**config.mk**
```make
export PLATFORM = sky130hd
export DESIGN_NAME = pipelined_rca_flat
export DESIGN_NICKNAME = d
export VERILOG_FILES = /design/src/rtl/pipelined_rca_if.sv /design/src/rtl/pipelined_rca.sv /design/src/flat_wrapper.sv
export SDC_FILE = /design/constraint.sdc
export NUM_CORES = 1
export LEC_CHECK = 0
export CAP_MARGIN = 40
export CORE_MARGIN = 2
export CORE_UTILIZATION = 40
export DETAILED_ROUTE_END_ITERATION = 6
export DONT_BUFFER_PORTS = 1
export PLACE_DENSITY = 0.51
export SETUP_SLACK_MARGIN = 0.15
export SYNTH_ARGS = -nofsm -noshare
export SYNTH_HDL_FRONTEND = slang
export SYNTH_SLANG_ARGS = --single-unit
```
**constraint.sdc**
```tcl
create_clock -name clk -period 2.55 [get_ports clk]
set_input_delay 0.3825 -clock clk [delete_from_list [all_inputs] [get_ports clk]]
set_output_delay 0.3825 -clock clk [all_outputs]
set_load 0.1 [all_outputs]
```
**src/rtl/pipelined_rca_if.sv**
```systemverilog
// Handshake bus for the pipelined ripple-carry adder/subtractor.
// The master drives operands and out_ready; the slave (the adder) drives
// in_ready and the result.
interface pipelined_rca_if #(
  parameter int WIDTH = 32
);
  logic             in_valid;
  logic             in_ready;
  logic [WIDTH-1:0] a;
  logic [WIDTH-1:0] b;
  logic             c_in;
  logic             sub;
  logic             out_valid;
  logic             out_ready;
  logic [WIDTH-1:0] s;
  logic             c_out;
  logic             ovf;

  modport master (
    output in_valid, a, b, c_in, sub, out_ready,
    input  in_ready, out_valid, s, c_out, ovf
  );

  modport slave (
    input  in_valid, a, b, c_in, sub, out_ready,
    output in_ready, out_valid, s, c_out, ovf
  );
endinterface

```
**src/rtl/pipelined_rca.sv**
```systemverilog
// Pipelined ripple-carry adder/subtractor. The operand is cut into STAGES
// equal segments; each stage ripples one segment and registers its carry,
// the finished lower segments and the untouched upper operand bits.
// A single global advance enable gives full backpressure: every stage moves
// together or holds together.
module pipelined_rca #(
  parameter int WIDTH  = 32,
  parameter int STAGES = 4
) (
  input  logic           clk,
  input  logic           rst_n,
  pipelined_rca_if.slave bus
);

  localparam int SEG = (STAGES >= 1 && STAGES <= WIDTH) ? WIDTH / STAGES : 1;
  localparam int MSB = WIDTH - 1;
  localparam int LST = STAGES - 1;

  generate
    if (WIDTH < 1 || STAGES < 1 || STAGES > WIDTH || (WIDTH % STAGES) != 0) begin : g_param_check
      $error("pipelined_rca: WIDTH must be a positive multiple of STAGES");
    end
  endgenerate

  // One segment of the ripple: SEG-bit sum with carry in the top bit.
  function automatic logic [SEG:0] seg_add(input logic [SEG-1:0] x,
                                           input logic [SEG-1:0] y,
                                           input logic           ci);
    return {1'b0, x} + {1'b0, y} + {{SEG{1'b0}}, ci};
  endfunction

  // Two's-complement overflow: like-signed operands, result of other sign.
  function automatic logic signed_ovf(input logic a_msb,
                                      input logic b_msb,
                                      input logic s_msb);
    return (a_msb == b_msb) && (s_msb != a_msb);
  endfunction

  logic [WIDTH-1:0] sum_q   [STAGES];
  logic [WIDTH-1:0] sum_d   [STAGES];
  logic [WIDTH-1:0] opa_q   [STAGES];
  logic [WIDTH-1:0] opa_d   [STAGES];
  logic [WIDTH-1:0] opb_q   [STAGES];
  logic [WIDTH-1:0] opb_d   [STAGES];
  logic             carry_q [STAGES];
  logic             carry_d [STAGES];
  logic             vld_q   [STAGES];
  logic             vld_d   [STAGES];
  logic             ovf_q;
  logic             ovf_d;
  logic             adv;

  // The whole pipe advances whenever the output slot is empty or draining.
  assign adv          = !vld_q[LST] || bus.out_ready;
  assign bus.in_ready = adv;
  assign bus.out_valid = vld_q[LST];
  assign bus.s         = sum_q[LST];
  assign bus.c_out     = carry_q[LST];
  assign bus.ovf       = ovf_q;

  // Next-state of every stage: stage 0 takes the port operands, stage k
  // ripples segment k using the carry registered by stage k-1.
  always_comb begin : stage_comb
    logic [SEG:0]     r;
    logic [WIDTH-1:0] b_eff;
    logic             cin_eff;

    b_eff   = bus.sub ? ~bus.b : bus.b;
    cin_eff = bus.sub ? 1'b1 : bus.c_in;

    r                  = seg_add(bus.a[SEG-1:0], b_eff[SEG-1:0], cin_eff);
    sum_d[0]           = '0;
    sum_d[0][SEG-1:0]  = r[SEG-1:0];
    carry_d[0]         = r[SEG];
    opa_d[0]           = bus.a;
    opb_d[0]           = b_eff;
    vld_d[0]           = bus.in_valid;

    for (int k = 1; k < STAGES; k++) begin
      r = seg_add(opa_q[k-1][k*SEG +: SEG], opb_q[k-1][k*SEG +: SEG], carry_q[k-1]);
      sum_d[k]               = sum_q[k-1];
      sum_d[k][k*SEG +: SEG] = r[SEG-1:0];
      carry_d[k]             = r[SEG];
      opa_d[k]               = opa_q[k-1];
      opb_d[k]               = opb_q[k-1];
      vld_d[k]               = vld_q[k-1];
    end

    ovf_d = signed_ovf(opa_d[LST][MSB], opb_d[LST][MSB], sum_d[LST][MSB]);
  end

  // Stage registers: cleared by reset so no in-flight beat survives it,
  // otherwise loaded together on every advance.
  always_ff @(posedge clk or negedge rst_n) begin
    if (!rst_n) begin
      for (int k = 0; k < STAGES; k++) begin
        vld_q[k]   <= 1'b0;
        sum_q[k]   <= '0;
        opa_q[k]   <= '0;
        opb_q[k]   <= '0;
        carry_q[k] <= 1'b0;
      end
      ovf_q <= 1'b0;
    end else if (adv) begin
      for (int k = 0; k < STAGES; k++) begin
        vld_q[k]   <= vld_d[k];
        sum_q[k]   <= sum_d[k];
        opa_q[k]   <= opa_d[k];
        opb_q[k]   <= opb_d[k];
        carry_q[k] <= carry_d[k];
      end
      ovf_q <= ovf_d;
    end
  end

endmodule

```
**src/flat_wrapper.sv**
```systemverilog
// flat-port wrapper written by rule: the top's interface ports become plain ports
module pipelined_rca_flat 
#(
  parameter int WIDTH  = 32,
  parameter int STAGES = 4
)
  (clk, rst_n, bus_in_valid, bus_a, bus_b, bus_c_in, bus_sub, bus_out_ready, bus_in_ready, bus_out_valid, bus_s, bus_c_out, bus_ovf);
  pipelined_rca_if #(.WIDTH(WIDTH)) bus_i ();
  input  logic clk;
  input  logic rst_n;
  input wire logic [$bits(bus_i.in_valid)-1:0] bus_in_valid;
  input wire logic [$bits(bus_i.a)-1:0] bus_a;
  input wire logic [$bits(bus_i.b)-1:0] bus_b;
  input wire logic [$bits(bus_i.c_in)-1:0] bus_c_in;
  input wire logic [$bits(bus_i.sub)-1:0] bus_sub;
  input wire logic [$bits(bus_i.out_ready)-1:0] bus_out_ready;
  output wire logic [$bits(bus_i.in_ready)-1:0] bus_in_ready;
  output wire logic [$bits(bus_i.out_valid)-1:0] bus_out_valid;
  output wire logic [$bits(bus_i.s)-1:0] bus_s;
  output wire logic [$bits(bus_i.c_out)-1:0] bus_c_out;
  output wire logic [$bits(bus_i.ovf)-1:0] bus_ovf;
  assign bus_i.in_valid = bus_in_valid;
  assign bus_i.a = bus_a;
  assign bus_i.b = bus_b;
  assign bus_i.c_in = bus_c_in;
  assign bus_i.sub = bus_sub;
  assign bus_i.out_ready = bus_out_ready;
  assign bus_in_ready = bus_i.in_ready;
  assign bus_out_valid = bus_i.out_valid;
  assign bus_s = bus_i.s;
  assign bus_c_out = bus_i.c_out;
  assign bus_ovf = bus_i.ovf;
  pipelined_rca #(.WIDTH(WIDTH), .STAGES(STAGES)) u_core (.clk(clk), .rst_n(rst_n), .bus(bus_i));
endmodule
```
==> flow_summary.ini, run 1 <==
[route]
drc = 0
firstDrtPassIters = 4
wl_um = 16620
vias = 5627
ant_nets = 0
drt_iter0_markers = 360
wl_per_cell_um = 13.81
avgViaCountPerCell = 4.677

[synthesis]
synthCells = 917
ys.flop_type = dfrtp_1
synth_top_area_share_pct = 55.22
synth_most_common_cell = nand2_1
synth_top_cells_by_area = dfrtp_1 55%, nand2_1 20%, ha_1 4.2%
synth_seq_cells = 185
synth_edf_count = 0
syn_avg_cell_area_sq_um = 9.143
async_reset_ff_share_pct = 100.0
yosysSeqAreaShare_pct = 55.22
synth_warnings = 0
ys_types = 33
yosysTopAreaCell = dfrtp_1
synth_nets = 1023
synth_area_sq_um = 8384
netlist_top_cells_count = 450 x nand2_1, 185 x dfrtp_1, 61 x o21ai_0

[pwr]
p_clk_share_pct = 18.1
comb_power_share_pct = 42.5
p_switching_mw = 6.484
max-vdd-ir-drop_v = 0.0006424
report.power.total_mw = 14.58
leakage_nw = 4.736
powerDensity_nw_per_um2 = 1491
sw_frac_of_total_pct = 44.47
sequentialPowerShare_pct = 39.4
internal-power_mw = 8.095

[die]
std_cell_rows = 52
die_w_um = 148.8
core_sq_um = 20430
die_area_sq_um = 22140
initial_core_util_pct = 41.04
chipHeight_um = 148.8
io_pins = 106

[timing]
hold_ws_ns = -0.3578
setup_violations = 0
slew_headroom_pct = 40.43
rsz0062_at_grt = false
maxSlewViolCount = 0
finalCriticalPeriod_ns = 2.242
tightest_slew_ns = 0.8935
fmax_ghz = 0.4460
final_hold_viol_count = 185
period_share_pct = 87.92
setup_tns_ns = 0
final.setup_skew_ns = 0.01022

[global_routing]
grt_pass1_vias = 5420
grtUsageTotal_pct = 15.92
grt_max_degree = 186
grt_antenna_before_repair = 0
grt-ovfl-total = 0
grt_pass1_wl_um = 28010

[final_layout]
finalNetCount = 1026
fin_util_pct = 47.86
fillers = 2028
fin_cells = 1203
antennaDiodeCount = 0
syn2layout_area_growth_pct = 16.62
drive_gt1_share_pct = 8.360

[critical_path]
cp-end-kind = flop
crit_arrival_ns = 2.53
startpoint_type = flop
reg2reg_slack_ns = 0.31
critical_path_required_ns = 2.84
crit_type = flop to flop
worst-path-max-fanout = 3

[clock_tree]
numCtsBuffers = 17
clock_path_buffers = 2
clkTransAtPathRegs_ns = 0.07
htreeDepth = 4
clock_latency_ns = 0.43
root_buffer = clkbuf_16
cts.sinks = 185
cts_tree = yes
cts_setup_buffers = 0

[run_status]
violations = hold timing
status = complete, but fails checks

[flow_run]
max_cap_violations = 0

[place]
place_congestion = 0.7814
hpwl_um = 10760
port-buffer-count = 0
dp_cells = 1171

[worst_hold_path]
hp-class = input pin to async pin
[layout make-up]
| class | count | area (sq um) | area share (%) |
|---|---|---|---|
| sequential | 185 | 4629 | 47.34 |
| multi-input combinational | 683 | 3527 | 36.07 |
| inverter | 5 | 23.77 | 0.2431 |
| clock buffer | 18 | 439.2 | 4.491 |
| tap | 270 | 337.8 | 3.455 |
| timing repair buffer | 28 | 668.1 | 6.833 |
| clock inverter | 14 | 152.6 | 1.561 |
[layer usage]
| layer | wire length, um | share of wire, % | vias to the layer above | GRT usage, % |
|---|---|---|---|---|
| met1 | 8796 | 53 | 2579 | 24.23 |
| li1 | - | - | 2943 | - |
| met3 | 538 | 3.2 | 13 | 3.456 |
| met2 | 7082 | 43 | 92 | 22.78 |
| met4 | 202 | 1.2 | 0 | 4.714 |
| met5 | 0 | 0 | - | 0 |
[logic make-up after synthesis]
group                    after synthesis  share of synthesized area [%]
XOR/XNOR                              49                          5.119
buffers and inverters                 49                          3.074
AO/OA/AOI/OAI                        109                          7.820
AND/OR/NAND/NOR                      489                          22.68
flip-flops                           185                          55.22
adder cells (fa/ha/maj)               36                          6.089
[registers in the layout, indices dropped and copies added, names as in the netlist]
register              count
u_core.carry_q            3
u_core.bus.ovf            1
u_core.sum_d             48
u_core.bus.c_out          1
u_core.opa_d             48
u_core.bus.s             32
u_core.opb_d             48
u_core.vld_d              3
u_core.bus.out_valid      1
[final timing paths]
path	from	end	cells after the start
max in group asynchronous	rst_n	u_core.carry_q[2]	0
worst min-delay path	rst_n	u_core.bus.s[0]	0
worst max-delay path	u_core.carry_q[2]	u_core.sum_d[22]	7
min in group clk	bus_a[27]	u_core.opa_d[91]	2
worst max register to register	u_core.carry_q[2]	u_core.sum_d[22]	7
worst min register to register	u_core.vld_d[2]	u_core.vld_d[2]	2
[stage by stage]
step | setup slack [ns] | area, sq um
floorplan | 0.08456 | 8416
global placement | 0.2248 | 8589
detailed placement | 0.1935 | 9168
CTS | 0.1964 | 9759
global route | 0.1680 | 9778
finish | 0.3080 | 9778
[critical path, stage by stage (launching register included)]
cell and delay (ns):
dfrtp_1 0.40, fa_1 0.50, fa_1 0.45, a21oi_2 0.21, o211ai_1 0.13, a21oi_2 0.18
xor2_1 0.15, o21ai_0 0.08
[cells in the final DEF (no fill, tap or decap), drive strengths merged]
cell / synthesis / routed
o31ai: 1 / 1
clkinv: 0 / 2
fa: 8 / 8
and2b: 1 / 1
nor2b: 4 / 4
or2: 1 / 1
inv: 5 / 13
xor2: 21 / 21
nor3: 16 / 16
a31oi: 4 / 4
o211ai: 8 / 8
a21oi: 16 / 16
o21ai: 64 / 64
a211oi: 8 / 8
dfrtp: 185 / 185
a21o: 4 / 4
clkbuf: 13 / 18
nor2: 8 / 8
nand2b: 5 / 5
buf: 31 / 28
ha: 28 / 28
xnor2: 28 / 28
nand2: 450 / 450
or3: 4 / 4
bufinv: 0 / 1
clkinvlp: 0 / 3
o21bai: 4 / 4
[power by group through the flow]
| stage | Sequential [mW] | Combinational, mW | Clock, mW |
|---|---|---|---|
| final | 5.74 | 6.19 | 2.65 |
| after global routing | 5.92 | 6.91 | 2.85 |
| after CTS | 5.76 | 6.24 | 2.73 |
| after detailed placement | 5.81 | 6.23 | 0 |
| after global placement | 6.85 | 4.08 | 0 |
| after floorplan | 6.79 | 3.24 | 0 |
[timing repair]
| action | CTS | global route |
|---|---|---|
| resized for setup | 0 | 5 |
| endpoints found under the hold margin | 185 | 185 |
| setup endpoints to repair | 0 | 4 |
(Power assumes the default switching activity.)
==> inputs of run 2 (changes only) <==
--- a/config.mk
+++ b/config.mk
@@ -8,6 +8,7 @@
 export CAP_MARGIN = 40
 export CORE_MARGIN = 2
 export CORE_UTILIZATION = 40
+export CTS_CLUSTER_DIAMETER = 80
 export DETAILED_ROUTE_END_ITERATION = 6
 export DONT_BUFFER_PORTS = 1
 export PLACE_DENSITY = 0.51
==> results of run 2 <==
No change in the layout: final DEF, timing and power equal those of run 1.
==> inputs of run 3 (changes only) <==
--- a/config.mk
+++ b/config.mk
@@ -6,6 +6,7 @@
 export NUM_CORES = 1
 export LEC_CHECK = 0
 export CAP_MARGIN = 40
+export CORE_ASPECT_RATIO = 1.75
 export CORE_MARGIN = 2
 export CORE_UTILIZATION = 40
 export CTS_CLUSTER_DIAMETER = 80
@@ -13,6 +14,7 @@
 export DONT_BUFFER_PORTS = 1
 export PLACE_DENSITY = 0.51
 export SETUP_SLACK_MARGIN = 0.15
+export SKIP_CTS_REPAIR_TIMING = 1
 export SYNTH_ARGS = -nofsm -noshare
 export SYNTH_HDL_FRONTEND = slang
 export SYNTH_SLANG_ARGS = --single-unit
==> run 3 against run 2 <==
  * The flow still finishes with violations (hold timing)
  * Global-route usage up 1.3 points
  * Setup slack got worse by 0.010 ns
  * Power shrank 0.23%
  * Maximum frequency decreased by 0.45%
  * Register-to-register slack about the same
  * Combinational power shrank 9.4%
  * Die area increased by 0.20%
  * Critical endpoint unchanged
  * Largest power group is now sequential cells
==> flow_summary.ini, run 3 (synthesis results as in run 1) <==
[final_layout]
fin_cells = 1178
fillers = 2075
drive_gt1_share_pct = 7.343
finalNetCount = 1020
mostFrequentLayoutCells = 450 x nand2_1, 185 x dfrtp_1, 60 x o21ai_0
regArea_sq_um = 4629
fin_util_pct = 46.28
final_common_cell = nand2_1
final_area_sq_um = 9607
syn2layout_area_growth_pct = 14.58
antennaDiodeCount = 0
multi_input_area_sq_um = 3520

[critical_path]
critical_path_required_ns = 2.85
crit_arrival_ns = 2.55
startpoint_type = flop
worst-path-max-fanout = 3
crit_type = flop to flop
cp-end-kind = flop

[die]
chipHeight_um = 195.5
die_w_um = 113.4
core_sq_um = 20760
std_cell_rows = 70
io_pins = 106
die_area_sq_um = 22180
initial_core_util_pct = 40.39

[route]
vias = 5731
wl_um = 17550
firstDrtPassIters = 4
drt_iter0_markers = 428
avgViaCountPerCell = 4.865
ant_nets = 0
wl_per_cell_um = 14.89
drc = 0

[place]
dp_cells = 1147
place_congestion = 0.7519
placed_area_sq_um = 8960
hpwl_um = 11450
port-buffer-count = 0

[timing]
finalCriticalPeriod_ns = 2.252
tightest_slew_ns = 0.8945
final.setup_skew_ns = 0.006503
final_hold_viol_count = 185
rsz0062_at_grt = true
maxSlewViolCount = 0
slew_headroom_pct = 40.37
period_share_pct = 88.32
hold_ws_ns = -0.3586
setup_violations = 0
fmax_ghz = 0.4440
setup_tns_ns = 0

[clock_tree]
clock_latency_ns = 0.43
cts.sinks = 185
htreeDepth = 4
numCtsBuffers = 17
cts_tree = yes
root_buffer = clkbuf_16
clkTransAtPathRegs_ns = 0.07
clock_path_buffers = 2

[global_routing]
use_met1_pct = 20.97
use_met2_pct = 29.63
grtUsageTotal_pct = 17.18
grt_max_degree = 186
grt-busiest-layer = met2
grt_pass1_wl_um = 29860
grt_pass1_vias = 5879
use_met3_pct = 4.004
grt-ovfl-total = 0
grt_antenna_before_repair = 0

[flow_run]
max_cap_violations = 0

[pwr]
report.power.total_mw = 14.55
leakage_nw = 4.672
powerDensity_nw_per_um2 = 1514
max-vdd-ir-drop_v = 0.0008413

[run_status]
violations = hold timing
status = complete, but fails checks

[worst_hold_path]
hp-class = input pin to async pin
run 3: path summary, 6_finish.rpt:
check | start | to | slack (ns) | depth (start not counted)
min | rst_n | u_core.bus.s[4] | -0.36 | 0
min in group clk | bus_a[19] | u_core.opa_d[83] | 0.06 | 2
max in group asynchronous | rst_n | u_core.sum_d[19] | 2.45 | 0
min reg2reg | u_core.sum_d[13] | u_core.sum_d[13] | 0.46 | 2
max | u_core.carry_q[2] | u_core.sum_d[22] | 0.30 | 7
max reg2reg | u_core.carry_q[2] | u_core.sum_d[22] | 0.30 | 7
run 3: worst max-delay path, cell delays in order (launching register included):
cell	delay [ns]
dfrtp_1	0.40
fa_1	0.49
fa_1	0.44
a21oi_2	0.21
o211ai_1	0.12
a21oi_1	0.23
xor2_1	0.16
o21ai_0	0.08
run 3: through the flow:
step | setup WS, ns | hold WS [ns]
after CTS | 0.2056 | -0.3817
after detailed placement | 0.1910 | 0.09104
after global routing | 0.08867 | -0.3869
final | 0.2978 | -0.3586
after global placement | 0.1915 | 0.09129
after floorplan | 0.08456 | 0.08691
run 3: final cells by class:
class | instances | area share [%]
sequential | 185 | 48.19
clock inverter | 10 | 1.719
clock buffer | 21 | 4.897
multi-input combinational | 683 | 36.64
inverter | 5 | 0.2475
tap | 252 | 3.282
timing repair buffer | 22 | 5.027
run 3: power by group:
group	internal, mW	leakage (nW)	switching (mW)
registers	4.22	2.24	1.88
logic	2.20	2.13	3.40
clock network	1.72	0.302	1.13
total	8.14	4.67	6.40
run 3: routing by layer:
layer / share of wire (%) / vias up
met4: 2.2 / 0
met2: 51 / 95
met1: 43 / 2692
li1: - / 2918
met5: 0 / -
met3: 3.4 / 26
